File: src/rtl/uart_pkg.sv
// Shared types and helpers for the UART transmit path.
// The uart_tx_state_e encoding covers the optional PARITY state used when UART_TX_PARITY_EN is defined.
package uart_pkg;

    typedef enum logic [2:0] {
        IDLE,
        START,
        DATA,
        PARITY,
        STOP
    } uart_tx_state_e;

    localparam int UART_DATA_BITS = 8;

    // Integer division: any remainder is dropped, so the real baud rate may be slightly fast.
    function automatic int clks_per_bit(input int clk_hz, input int baud);
        return clk_hz / baud;
    endfunction

endpackage

File: src/rtl/sync_fifo.sv
// Circular-buffer FIFO with a registered free-entry count.
// The pointers carry one extra MSB so that full and empty can be told apart.
module sync_fifo #(
    parameter int WIDTH      = 8,
    parameter int DEPTH_LOG2 = 4
) (
    input  logic                  clk,
    input  logic                  rst_n,
    input  logic                  push,
    input  logic                  pop,
    input  logic [WIDTH-1:0]      din,
    output logic [WIDTH-1:0]      dout,
    output logic                  full,
    output logic                  empty,
    output logic [DEPTH_LOG2:0]   free
);

    localparam int PW    = DEPTH_LOG2 + 1;
    localparam int DEPTH = 1 << DEPTH_LOG2;
    localparam logic [PW-1:0] PTR_ONE    = PW'(1);
    localparam logic [PW-1:0] FREE_RESET = PW'(DEPTH);

    logic [WIDTH-1:0] mem [DEPTH];
    logic [PW-1:0]    wr_ptr_reg;
    logic [PW-1:0]    rd_ptr_reg;
    logic [PW-1:0]    free_reg;
    logic             push_ok;
    logic             pop_ok;

    assign empty = (wr_ptr_reg == rd_ptr_reg);
    assign full  = (wr_ptr_reg[DEPTH_LOG2] != rd_ptr_reg[DEPTH_LOG2]) &&
                   (wr_ptr_reg[DEPTH_LOG2-1:0] == rd_ptr_reg[DEPTH_LOG2-1:0]);

    assign push_ok = push && !full;
    assign pop_ok  = pop && !empty;

    assign dout = mem[rd_ptr_reg[DEPTH_LOG2-1:0]];
    assign free = free_reg;

    // Storage has no reset so it can map onto plain memory.
    always_ff @(posedge clk) begin
        if (push_ok) begin
            mem[wr_ptr_reg[DEPTH_LOG2-1:0]] <= din;
        end
    end

    always_ff @(posedge clk or negedge rst_n) begin
        if (!rst_n) begin
            wr_ptr_reg <= '0;
            rd_ptr_reg <= '0;
            free_reg   <= FREE_RESET;
        end else begin
            if (push_ok) begin
                wr_ptr_reg <= wr_ptr_reg + PTR_ONE;
            end
            if (pop_ok) begin
                rd_ptr_reg <= rd_ptr_reg + PTR_ONE;
            end
            unique case ({push_ok, pop_ok})
                2'b10:   free_reg <= free_reg - PTR_ONE;
                2'b01:   free_reg <= free_reg + PTR_ONE;
                default: free_reg <= free_reg;
            endcase
        end
    end

endmodule

File: src/rtl/uart_tx_fifo.sv
// UART transmit path: byte FIFO feeding an 8N1 serialiser with baud divider.
// Define UART_TX_PARITY_EN to insert an even-parity bit between the data bits and the stop bit.
module uart_tx_fifo
    import uart_pkg::*;
#(
    parameter int CLK_HZ        = 50_000_000,
    parameter int BAUD          = 115_200,
    parameter int TX_FIFO_DEPTH = 4
) (
    input  logic                      i_clk,
    input  logic                      i_rst,
    input  logic [7:0]                i_data_in,
    input  logic                      i_wr_valid,
    output logic                      o_wr_ready,
    output logic [TX_FIFO_DEPTH:0]    o_tx_free,
    output logic                      o_tx,
    output logic                      o_busy
);

    localparam int CLKS_PER_BIT = clks_per_bit(CLK_HZ, BAUD);
    localparam int CNT_W        = (CLKS_PER_BIT > 1) ? $clog2(CLKS_PER_BIT) : 1;
    localparam logic [CNT_W-1:0] CNT_LAST = CNT_W'(CLKS_PER_BIT - 1);
    localparam logic [CNT_W-1:0] CNT_ONE  = CNT_W'(1);
    localparam logic [2:0]       BIT_LAST = 3'(UART_DATA_BITS - 1);

    uart_tx_state_e             state_reg, state_next;
    logic [CNT_W-1:0]           cnt_reg, cnt_next;
    logic [2:0]                 bit_reg, bit_next;
    logic [UART_DATA_BITS-1:0]  shift_reg, shift_next;
    logic                       tx_reg, tx_next;
    logic                       busy_reg, busy_next;
`ifdef UART_TX_PARITY_EN
    logic                       parity_reg, parity_next;
`endif

    logic                       fifo_push;
    logic                       fifo_pop;
    logic                       fifo_full;
    logic                       fifo_empty;
    logic [7:0]                 fifo_dout;
    logic                       baud_done;

    assign fifo_push  = i_wr_valid && !fifo_full;
    assign o_wr_ready = !fifo_full;
    assign o_tx       = tx_reg;
    assign o_busy     = busy_reg;

    sync_fifo #(
        .WIDTH      (8),
        .DEPTH_LOG2 (TX_FIFO_DEPTH)
    ) u_fifo (
        .clk   (i_clk),
        .rst_n (i_rst),
        .push  (fifo_push),
        .pop   (fifo_pop),
        .din   (i_data_in),
        .dout  (fifo_dout),
        .full  (fifo_full),
        .empty (fifo_empty),
        .free  (o_tx_free)
    );

    assign baud_done = (cnt_reg == CNT_LAST);

    always_comb begin
        state_next = state_reg;
        cnt_next   = cnt_reg;
        bit_next   = bit_reg;
        shift_next = shift_reg;
        fifo_pop   = 1'b0;
`ifdef UART_TX_PARITY_EN
        parity_next = parity_reg;
`endif

        unique case (state_reg)
            IDLE: begin
                if (!fifo_empty) begin
                    fifo_pop   = 1'b1;
                    shift_next = fifo_dout;
                    cnt_next   = '0;
                    state_next = START;
`ifdef UART_TX_PARITY_EN
                    parity_next = ^fifo_dout;
`endif
                end
            end
            START: begin
                if (baud_done) begin
                    cnt_next   = '0;
                    bit_next   = '0;
                    state_next = DATA;
                end else begin
                    cnt_next = cnt_reg + CNT_ONE;
                end
            end
            DATA: begin
                if (baud_done) begin
                    cnt_next   = '0;
                    shift_next = shift_reg >> 1;
                    if (bit_reg == BIT_LAST) begin
`ifdef UART_TX_PARITY_EN
                        state_next = PARITY;
`else
                        state_next = STOP;
`endif
                    end else begin
                        bit_next = bit_reg + 3'd1;
                    end
                end else begin
                    cnt_next = cnt_reg + CNT_ONE;
                end
            end
`ifdef UART_TX_PARITY_EN
            PARITY: begin
                if (baud_done) begin
                    cnt_next   = '0;
                    state_next = STOP;
                end else begin
                    cnt_next = cnt_reg + CNT_ONE;
                end
            end
`endif
            STOP: begin
                if (baud_done) begin
                    cnt_next   = '0;
                    state_next = IDLE;
                end else begin
                    cnt_next = cnt_reg + CNT_ONE;
                end
            end
            default: begin
                state_next = IDLE;
            end
        endcase

        // Line level is registered, so it is decoded from where the FSM is heading.
        unique case (state_next)
            START:   tx_next = 1'b0;
            DATA:    tx_next = shift_next[0];
`ifdef UART_TX_PARITY_EN
            PARITY:  tx_next = parity_next;
`endif
            default: tx_next = 1'b1;
        endcase
        busy_next = (state_next != IDLE);
    end

    always_ff @(posedge i_clk or negedge i_rst) begin
        if (!i_rst) begin
            state_reg  <= IDLE;
            cnt_reg    <= '0;
            bit_reg    <= '0;
            shift_reg  <= '0;
            tx_reg     <= 1'b1;
            busy_reg   <= 1'b0;
`ifdef UART_TX_PARITY_EN
            parity_reg <= 1'b0;
`endif
        end else begin
            state_reg  <= state_next;
            cnt_reg    <= cnt_next;
            bit_reg    <= bit_next;
            shift_reg  <= shift_next;
            tx_reg     <= tx_next;
            busy_reg   <= busy_next;
`ifdef UART_TX_PARITY_EN
            parity_reg <= parity_next;
`endif
        end
    end

endmodule

File: config.mk
export PLATFORM = sky130hd
export DESIGN_NAME = uart_tx_fifo
export DESIGN_NICKNAME = d
export VERILOG_FILES = /design/src/rtl/uart_pkg.sv /design/src/rtl/sync_fifo.sv /design/src/rtl/uart_tx_fifo.sv
export SDC_FILE = /design/constraint.sdc
export NUM_CORES = 1
export LEC_CHECK = 0
export CORE_UTILIZATION = 54
export DETAILED_ROUTE_END_ITERATION = 16
export PLACE_DENSITY_LB_ADDON = 0.1
export SYNTH_ARGS = -nofsm -noshare
export SYNTH_HDL_FRONTEND = slang
export SYNTH_SLANG_ARGS = --single-unit
File: constraint.sdc
create_clock -name i_clk -period 2.5 [get_ports i_clk]
set_input_delay 0.5 -clock i_clk [delete_from_list [all_inputs] [get_ports i_clk]]
set_output_delay 0.5 -clock i_clk [all_outputs]
set_load 0.1 [all_outputs]
* Yosys cells after proc, flatten, opt, wreduce, memory -nomap -nowiden
Memory sizes are Yosys's and may differ from the RTL's.
Cells that the tools add are included.
** Word-level totals
- Input port bits :: 11
- Flip-flop bits (word level) :: 40
- Memories :: 1
- Memory bits (writable) :: 128
- Output and inout bits :: 8
- Word-level logic and storage cells :: 71
** Memories
- u_fifo.mem :: words 16, bits a word 8, read ports 1, clocked after Yosys merged registers in 0, write ports 1, line sync_fifo.sv:23 : logic [WIDTH-1:0] mem [DEPTH];
** Operators by class
- Muxes and demuxes :: 22
- Add/subtract/negate cells :: 6
- Eq/ne operators :: 16
- Reduce and logical (&&, ||, !) cells :: 16
** Operators by type and width (count)
- 3-bit two-way mux :: 8
- 9-bit two-way mux :: 2
- 9-bit case mux with 2 select lines :: 1
- 8-bit two-way mux :: 2
- 8-bit case mux with 2 select lines :: 1
- 5-bit by 1-bit adder with 5-bit output, second input constant :: 3
- 3-bit case mux with 4 select lines :: 1
- 5-bit case mux with 2 select lines :: 1
- 9-bit by 1-bit adder with 9-bit output, second input constant :: 1
- 9-bit == test, second input constant :: 1
- 2-bit inequality test, second input constant :: 4
- 2-bit nonzero test :: 4
- 3-bit by 1-bit == test with 1-bit output, second input constant :: 2
- 3-bit by 2-bit == test with 1-bit output, second input constant :: 2
- 3-bit == test, second input constant :: 2
- 3-bit case mux with 2 select lines :: 1
- 5-bit == test :: 1
- 5-bit by 1-bit subtractor with 5-bit output, second input constant :: 1
- 4-bit == test :: 1
- 1-bit logical AND :: 4
- 1-bit two-way mux :: 4
- 4-bit AND reduction :: 1
- 3-bit by 1-bit adder with 3-bit output, second input constant :: 1
- 3-bit zero test :: 1
- other kinds (9) :: 10

* Logic depth before layout (Yosys ltp)
- Depth in word-level cells :: 7
- Gate-level depth with buffers :: 14
- Gate-level depth less buffers :: 12

* Modules after synthesis
A second synthesis with hierarchy kept.
** Unflattened totals
- Cell total of the unflattened synthesis :: 445
- Area total of the unflattened synthesis :: 7330.8 um^2
** By module, submodules not included
- sync_fifo :: instances 1, cells an instance 311, seq. area each 4220.3 um^2, area an instance 6020.8 um^2
- uart_tx_fifo :: instances 1, cells an instance 134, seq. area each 626.9 um^2, area an instance 1310.0 um^2

* Least setup slack after synthesis
No wires, ideal clock.
- Path kind :: reg-to-reg
- Start point :: register u_fifo.rd_ptr_reg[0]
- End point :: register u_fifo.free_reg[4], in the netlist u_fifo.free[4]
- Library setup time :: 99 ps
- Arrival time :: 2554 ps
- Clock period less this slack :: 2653 ps
- Cell stages (with the launch flop) :: 15
- Buffers on the path :: 2
- Data required time :: 2401 ps
- Setup slack :: -153 ps
- Cells stage by stage :: dfrtp_1 -> buf_6 -> xnor2_1 -> and4_1 -> a21boi_1 -> buf_2 -> inv_1 -> ha_1 -> inv_1 -> fa_1 -> a21o_1 -> a21oi_1 -> xnor2_1 -> nor2_1 -> xor2_1
** On the way
- Word-level cells in the longest chain between the ends :: 7
- Elaborated cells between the ends (all ways) :: 14
** RTL lines
- start: declaration :: line sync_fifo.sv:25 : logic [PW-1:0] rd_ptr_reg;
- start signal: assignment :: line sync_fifo.sv:57 : rd_ptr_reg <= rd_ptr_reg + PTR_ONE;
- parallel branches: the longest is 7 deep, another holds 5-bit == test
- end signal: assignment :: line sync_fifo.sv:60 : 2'b10: free_reg <= free_reg - PTR_ONE;
- end signal: assignment :: line sync_fifo.sv:61 : 2'b01: free_reg <= free_reg + PTR_ONE;
- end signal: assignment :: line sync_fifo.sv:62 : default: free_reg <= free_reg;
- end: declaration :: line sync_fifo.sv:26 : logic [PW-1:0] free_reg;
Parallel ways; which one is timed is not known.
A chain may end at the register's enable or synchronous reset.

* Final worst setup path
- Start point :: register u_fifo.wr_ptr_reg[0]
- End point :: register u_fifo.free_reg[4], in the netlist u_fifo.free[4]
** On the way
- Word-level cells in the longest chain between the ends :: 7
- Elaborated cells between the ends (all ways) :: 14
** RTL lines
- start: declaration :: line sync_fifo.sv:24 : logic [PW-1:0] wr_ptr_reg;
- start signal: assignment :: line sync_fifo.sv:54 : wr_ptr_reg <= wr_ptr_reg + PTR_ONE;
- parallel branches: the longest is 7 deep, another holds 5-bit == test
Parallel ways; which one is timed is not known.

==> flow_metrics.env <==
export IMPL_syn_inst=452
export IMPL_clk_latency_ns=0.43
export IMPL_place_area_um2=7726
export IMPL_synth_most_common_cell="edfxtp_1"
export IMPL_ios=19
export IMPL_clockRootBuffer="clkbuf_16"
export IMPL_syn_area_per_cell_um2=16.17
export IMPL_yosys_warnings=0
export IMPL_cts_buffer_depth=2
export IMPL_grt_pass1_vias=3852
export IMPL_initial_utilization_pct=55.21
export IMPL_powerDensity_nw_per_um2=947.2
export IMPL_cts_tree="done"
export IMPL_drc=0
export IMPL_maxSlewHeadroom_pct=51.15
export IMPL_yosysSeqAreaShare_pct=66.30
export IMPL_cp_end_kind="flop"
export IMPL_path_clk_slew_ns=0.07
export IMPL_period_minus_slack_ns=2.341
export IMPL_antennaDiodeCount=0
export IMPL_worstMarginPinSlew_ns=0.7304
export IMPL_chipHeight_um=118.4
export IMPL_synth_commonest_cells="edfxtp_1, dfrtp_1, mux2i_1"
export IMPL_crit_path_start_kind="flop"
export IMPL_fp_dieW_um=118.4
export IMPL_timing_final_crit_share_pct=93.65
export IMPL_leakage_nw=3.068
export IMPL_fin_setup_tns_ns=0
export IMPL_gp_congestion=0.8040
export IMPL_antenna_found_initial=0
export IMPL_status="completed"
export IMPL_numClockSinks=168
export IMPL_cts_resized=0
export IMPL_port_buffers=18
export IMPL_cts_htree_levels=4
export IMPL_drt_pass1_iterations=4
export IMPL_drt_total_wl_um=14050
export IMPL_nNetsFinal=513
export IMPL_hp_class="in2async"
export IMPL_vias=3903
export IMPL_cp_slowest_stage_delay_ns=0.41
export IMPL_crit_required_ns=2.85
export IMPL_syn_num_nets=477
export IMPL_area_delta_synth_final_pct=13.54
export IMPL_synth_edf_count=128
export IMPL_seq_area_um2=4848
export IMPL_yosysTopAreaCell="edfxtp_1"
export IMPL_hold_slack_ns=0.09109
export IMPL_stdcell_area_um2=8300
export IMPL_hpwlAfterDp_um=9364
export IMPL_nFillCells=1002
export IMPL_path_cells="xnor2_2, and4_4, a21boi_2, inv_1, ha_2, inv_2, fa_2, a21o_1, a21oi_2, xnor2_1, nor2_1, xor2_1"
export IMPL_clock_skew_ns=0.009785
export IMPL_layout_drive_gt1_share_pct=20.76
export IMPL_crit_arrival_ns=2.69
export IMPL_largest_register_ffs=128
export IMPL_async_flop_share_pct=23.81
export IMPL_cp_slowest_cell="dfrtp_1"
export IMPL_synth_cell_types=61
export IMPL_ir_worst_vdd_v=0.0007797
export IMPL_ant_nets=0
export IMPL_grt_ovfl_total=0
export IMPL_max_freq_mhz=427.1
export IMPL_cap_viol_max_count=0
export IMPL_synth_area_leaders="edfxtp_1, dfrtp_1, mux4_1"
export IMPL_syn_area_um2=7311
export IMPL_cp_max_fo=4
export IMPL_rsz0062_at_grt="no"
export IMPL_grt_max_degree=30
export IMPL_die_area_um2=14010
export IMPL_drt_iter0_markers=210
export IMPL_dp_cells=645
export IMPL_finalMaxSlewViolations=0
export IMPL_setup_viol=0
export IMPL_synthDominantCellAreaShare_pct=52.58
export IMPL_layoutNonFillerInstCount=677
export IMPL_via_per_inst=5.765
export IMPL_multi_input_area_um2=2298
export IMPL_postCtsSetupBuffers=0
export IMPL_synth_seq_cells=168
export IMPL_ctsHoldBuffers=0
export IMPL_wl_per_cell_um=20.76
export IMPL_grtUsageTotal_pct=21.80
export IMPL_synth_flop_cell="edfxtp_1"
export IMPL_grt_pass1_wl_um=21980
export IMPL_finalHoldViolations=0
export IMPL_crit_type="reg2reg"
export IMPL_core_rowCount=42
export IMPL_cts_buffers_inserted=17
export IMPL_core_um2=13240
-- layer usage --
layer  global-route usage (%)  share of wire (%)
met3                    4.585                3.4
met5                        0                  0
met2                    34.82                 50
met1                    29.96                 45
met4                    7.292               0.80
-- through the flow --
stage	power (W)	util (%)	setup WS (ns)
after floorplan	0.004898	-	0.01115
final	0.007862	62.68	0.1587
after CTS	0.007921	62.62	0.09335
after global routing	0.008203	62.68	0.002428
after detailed placement	0.005407	58.34	-0.02334
after global placement	0.005355	58.34	0.02328
-- layout by cell type (no fill, tap or decap), types with 12 or more instances in the layout --
cell type / synthesis / routed
buf_4: 1 / 28
nand2_1: 18 / 18
mux4_1: 14 / 14
and3_1: 17 / 17
mux2i_1: 21 / 21
dfrtp_1: 38 / 37
mux2_2: 14 / 14
edfxtp_1: 128 / 128
clkbuf_16: 0 / 17
nor3_1: 14 / 14
ha_1: 13 / 12
nor2_1: 14 / 14
o21ai_1: 14 / 14
o22ai_1: 12 / 12
-- logic make-up after synthesis --
| logic type | synth area share [%] |
|---|---|
| flops | 66.30 |
| buf+inv | 2.944 |
| compound gates | 6.521 |
| fa+ha+maj | 2.499 |
| mux | 12.07 |
| xor+xnor | 2.499 |
| simple gates | 7.171 |
-- report_power, final --
| part | switching (W) | internal (W) | total [W] |
|---|---|---|---|
| Sequential | 0.000196 | 0.00338 | 0.00358 |
| Clock | 0.00112 | 0.00140 | 0.00252 |
| Combinational | 0.00107 | 0.000691 | 0.00176 |
-- layout make-up --
type / count / area share (%)
sequential: 168 / 58.41
clock inverter: 14 / 1.658
tap: 176 / 2.653
multi-input combinational: 251 / 27.69
timing repair buffer: 39 / 3.919
inverter: 11 / 0.4974
clock buffer: 18 / 5.170
-- worst paths after layout --
check,start,to,slack [ns],depth (start not counted)
setup reg to reg,u_fifo.wr_ptr_reg[0],u_fifo.free[4],0.16,12
hold / removal,i_rst,cnt_reg[7],0.09,1
max in group asynchronous,i_rst,u_fifo.free[4],1.71,2
hold reg to reg,shift_reg[7],shift_reg[7],0.51,1
setup / recovery,u_fifo.wr_ptr_reg[0],u_fifo.free[4],0.16,12
min in group i_clk,shift_reg[7],shift_reg[7],0.51,1
-- critical path: cells and delay by family, from the launching register on --
kind	cells	cell delay (ns)
AO/OA/AOI/OAI	3	0.38
XOR/XNOR	3	0.43
adder cells (fa/ha/maj)	2	0.54
buffers and inverters	2	0.13
flip-flops	1	0.41
AND/OR/NAND/NOR	2	0.38
(Power assumes the default switching activity.)
==> edit: new RTL, same settings <==
Add a define of `UART_TX_PARITY_EN`.
--- a/src/rtl/uart_tx_fifo.sv
+++ b/src/rtl/uart_tx_fifo.sv
@@ -1,4 +1,6 @@
 // UART transmit path: byte FIFO feeding an 8N1 serialiser with baud divider.
 // Define UART_TX_PARITY_EN to insert an even-parity bit between the data bits and the stop bit.
+`define UART_TX_PARITY_EN
+
 module uart_tx_fifo
     import uart_pkg::*;
Function: same outputs for any inputs over 10 cycles, from zero or initial values and one cycle with i_rst low; that may be too few to reach the edited logic, so the function may still have changed.
==> edit against the original RTL <==
The run now ends with negative setup slack left; highest routed layer unchanged; total power is 5.7% lower; clock power is 3% lower; final area is 4.5% higher; synthesized cell count is 2.0% higher; worst setup slack worse by 250 ps; sequential cell count is 1 higher; synthesized area is 0.29% higher; first-iteration DRC count is 34% higher; sequential power is 4% lower; routed wire length is 2.6% higher.
==> edit: results (changes against the original RTL) <==
global_routing:
  grt_pass1_vias: 4268  # was 3852
  grt.total_usage_pct: 22.65  # was 21.80%
  grt_pass1_wl_um: 23060  # was 21980 µm
  antenna_found_initial: 0  # unchanged
  grt_start_max_net_pins: 24  # was 30
route:
  routedWlPerCell_um: 20.02  # was 20.76 µm
  vias: 4118  # was 3903
  drt_iter0_markers: 281  # was 210
  drt_pass1_iterations: 5  # was 4
  drc: 0  # unchanged
cells_and_area:
  drive_gt1_share_pct: 28.86  # was 20.76%
  instances_no_fill: 720  # was 677
  nets: 556  # was 513
  fillCellCount: 962  # was 1002
  largest_register_ffs: 128  # unchanged
  diodes: 0  # unchanged
logic_synthesis:
  ys.warnings.count: 0  # unchanged
  synth_nets: 486  # was 477
  synth-adder-area-share_pct: 2.491  # was 2.499%
  synth-async-reset-ratio_pct: 24.26  # was 23.81%
  synthMuxAreaShare_pct: 12.22  # was 12.07%
  syn_area_per_cell_um2: 15.90  # was 16.17 µm²
  seq_area_frac_synth_pct: 66.45  # was 66.30%
  synth_xor_area_share_pct: 4.283  # was 2.499%
  netlist_top_cells_count: "edfxtp_1, dfrtp_1, mux4_2, nand2_1, nor2_1"  # was edfxtp_1, dfrtp_1, mux2i_1, nand2_1, and3_1
  synthTopCellsByArea: "edfxtp_1, dfrtp_1, mux4_2"  # was edfxtp_1, dfrtp_1, mux4_1
  synth_compound_area_share_pct: 4.625  # was 6.521%
  ys_types: 53  # was 61
  synth_edf_count: 128  # unchanged
critical_path:
  crit_arrival_ps: 2930  # was 2690 ps
  cp_slowest_cell: "dfrtp_1"  # unchanged
  rr_worst_depth: 14  # was 12
  endpoint: "u_fifo.free[4]"  # unchanged
  cpPeakStageDelay_ps: 390  # was 410 ps
  cpLargestDelayFamily: "simple AND/OR/NAND/NOR gates"  # was adder cells
  r2r-start: "u_fifo.wr_ptr_reg[3]"  # was u_fifo.wr_ptr_reg[0]
sta:
  setup_viol: 1  # was 0
  fin_setup_tns_ps: -88.98  # was 0 ps
  finClkSkew_ps: 8.961  # was 9.785 ps
  worstMarginPinSlew_ps: 632.4  # was 730.4 ps
  whs_ps: 44.76  # was 91.09 ps
  fin_ws_ps: -88.98  # was 158.7 ps
placed_design:
  gp_congestion: 0.8073  # was 0.8040
  numPortBuffers: 18  # unchanged
  dp_slack_ps: -67.16  # was -23.34 ps
  placed_area_mm2: 0.008049  # was 0.007726 mm²
  dp_hpwl_um: 9657  # was 9364 µm
  place_inst: 686  # was 645
pwr:
  power.switching_uw: 2136  # was 2388 µW
  sequentialPowerShare_pct: 46.4  # was 45.5%
  p_leak_uw: 0.003122  # was 0.003068 µW
  p_per_area_mw_per_mm2: 854.8  # was 947.2 mW/mm²
  ir_drop_v: 0.0006736  # was 0.0007797 V
  pg_clk_uw: 2450  # was 2520 µW
status:
  outcome: "complete, but fails checks"  # was finished, final reports clean
  violations: "negative setup slack"
clock_tree:
  cts_root_buffer: "clkbuf_16"  # unchanged
  cts_buffers: 17  # unchanged
  cts_resized: 3  # was 0
edit: changes by cell type in the layout (fill, tap and decap cells not counted), moves of 14 or more:
cell	delta
o21ai_0	+17
mux2i_1	-14
xnor2_1	+14
buf_4	+30
mux4_2	+27
edit: metal layers:
| metal | wire (µm) | up-vias | GRT usage (%) |
|---|---|---|---|
| met5 | 0 | - | 0 |
| met4 | 222 | 0 | 7.753 |
| met3 | 500 | 17 | 4.875 |
| met2 | 7608 | 85 | 39.33 |
| met1 | 6085 | 2130 | 28.13 |
| li1 | - | 1886 | - |
edit: area by class of cell:
class	instances	area [µm²]	area share, %
Multi-Input combinational cell	257	2369	27.30
Inverter	13	51.30	0.5912
Clock buffer	19	432.9	4.989
Clock inverter	13	117.6	1.355
Timing Repair Buffer	73	613.1	7.066
Tap cell	176	220.2	2.538
Sequential cell	169	4873	56.16
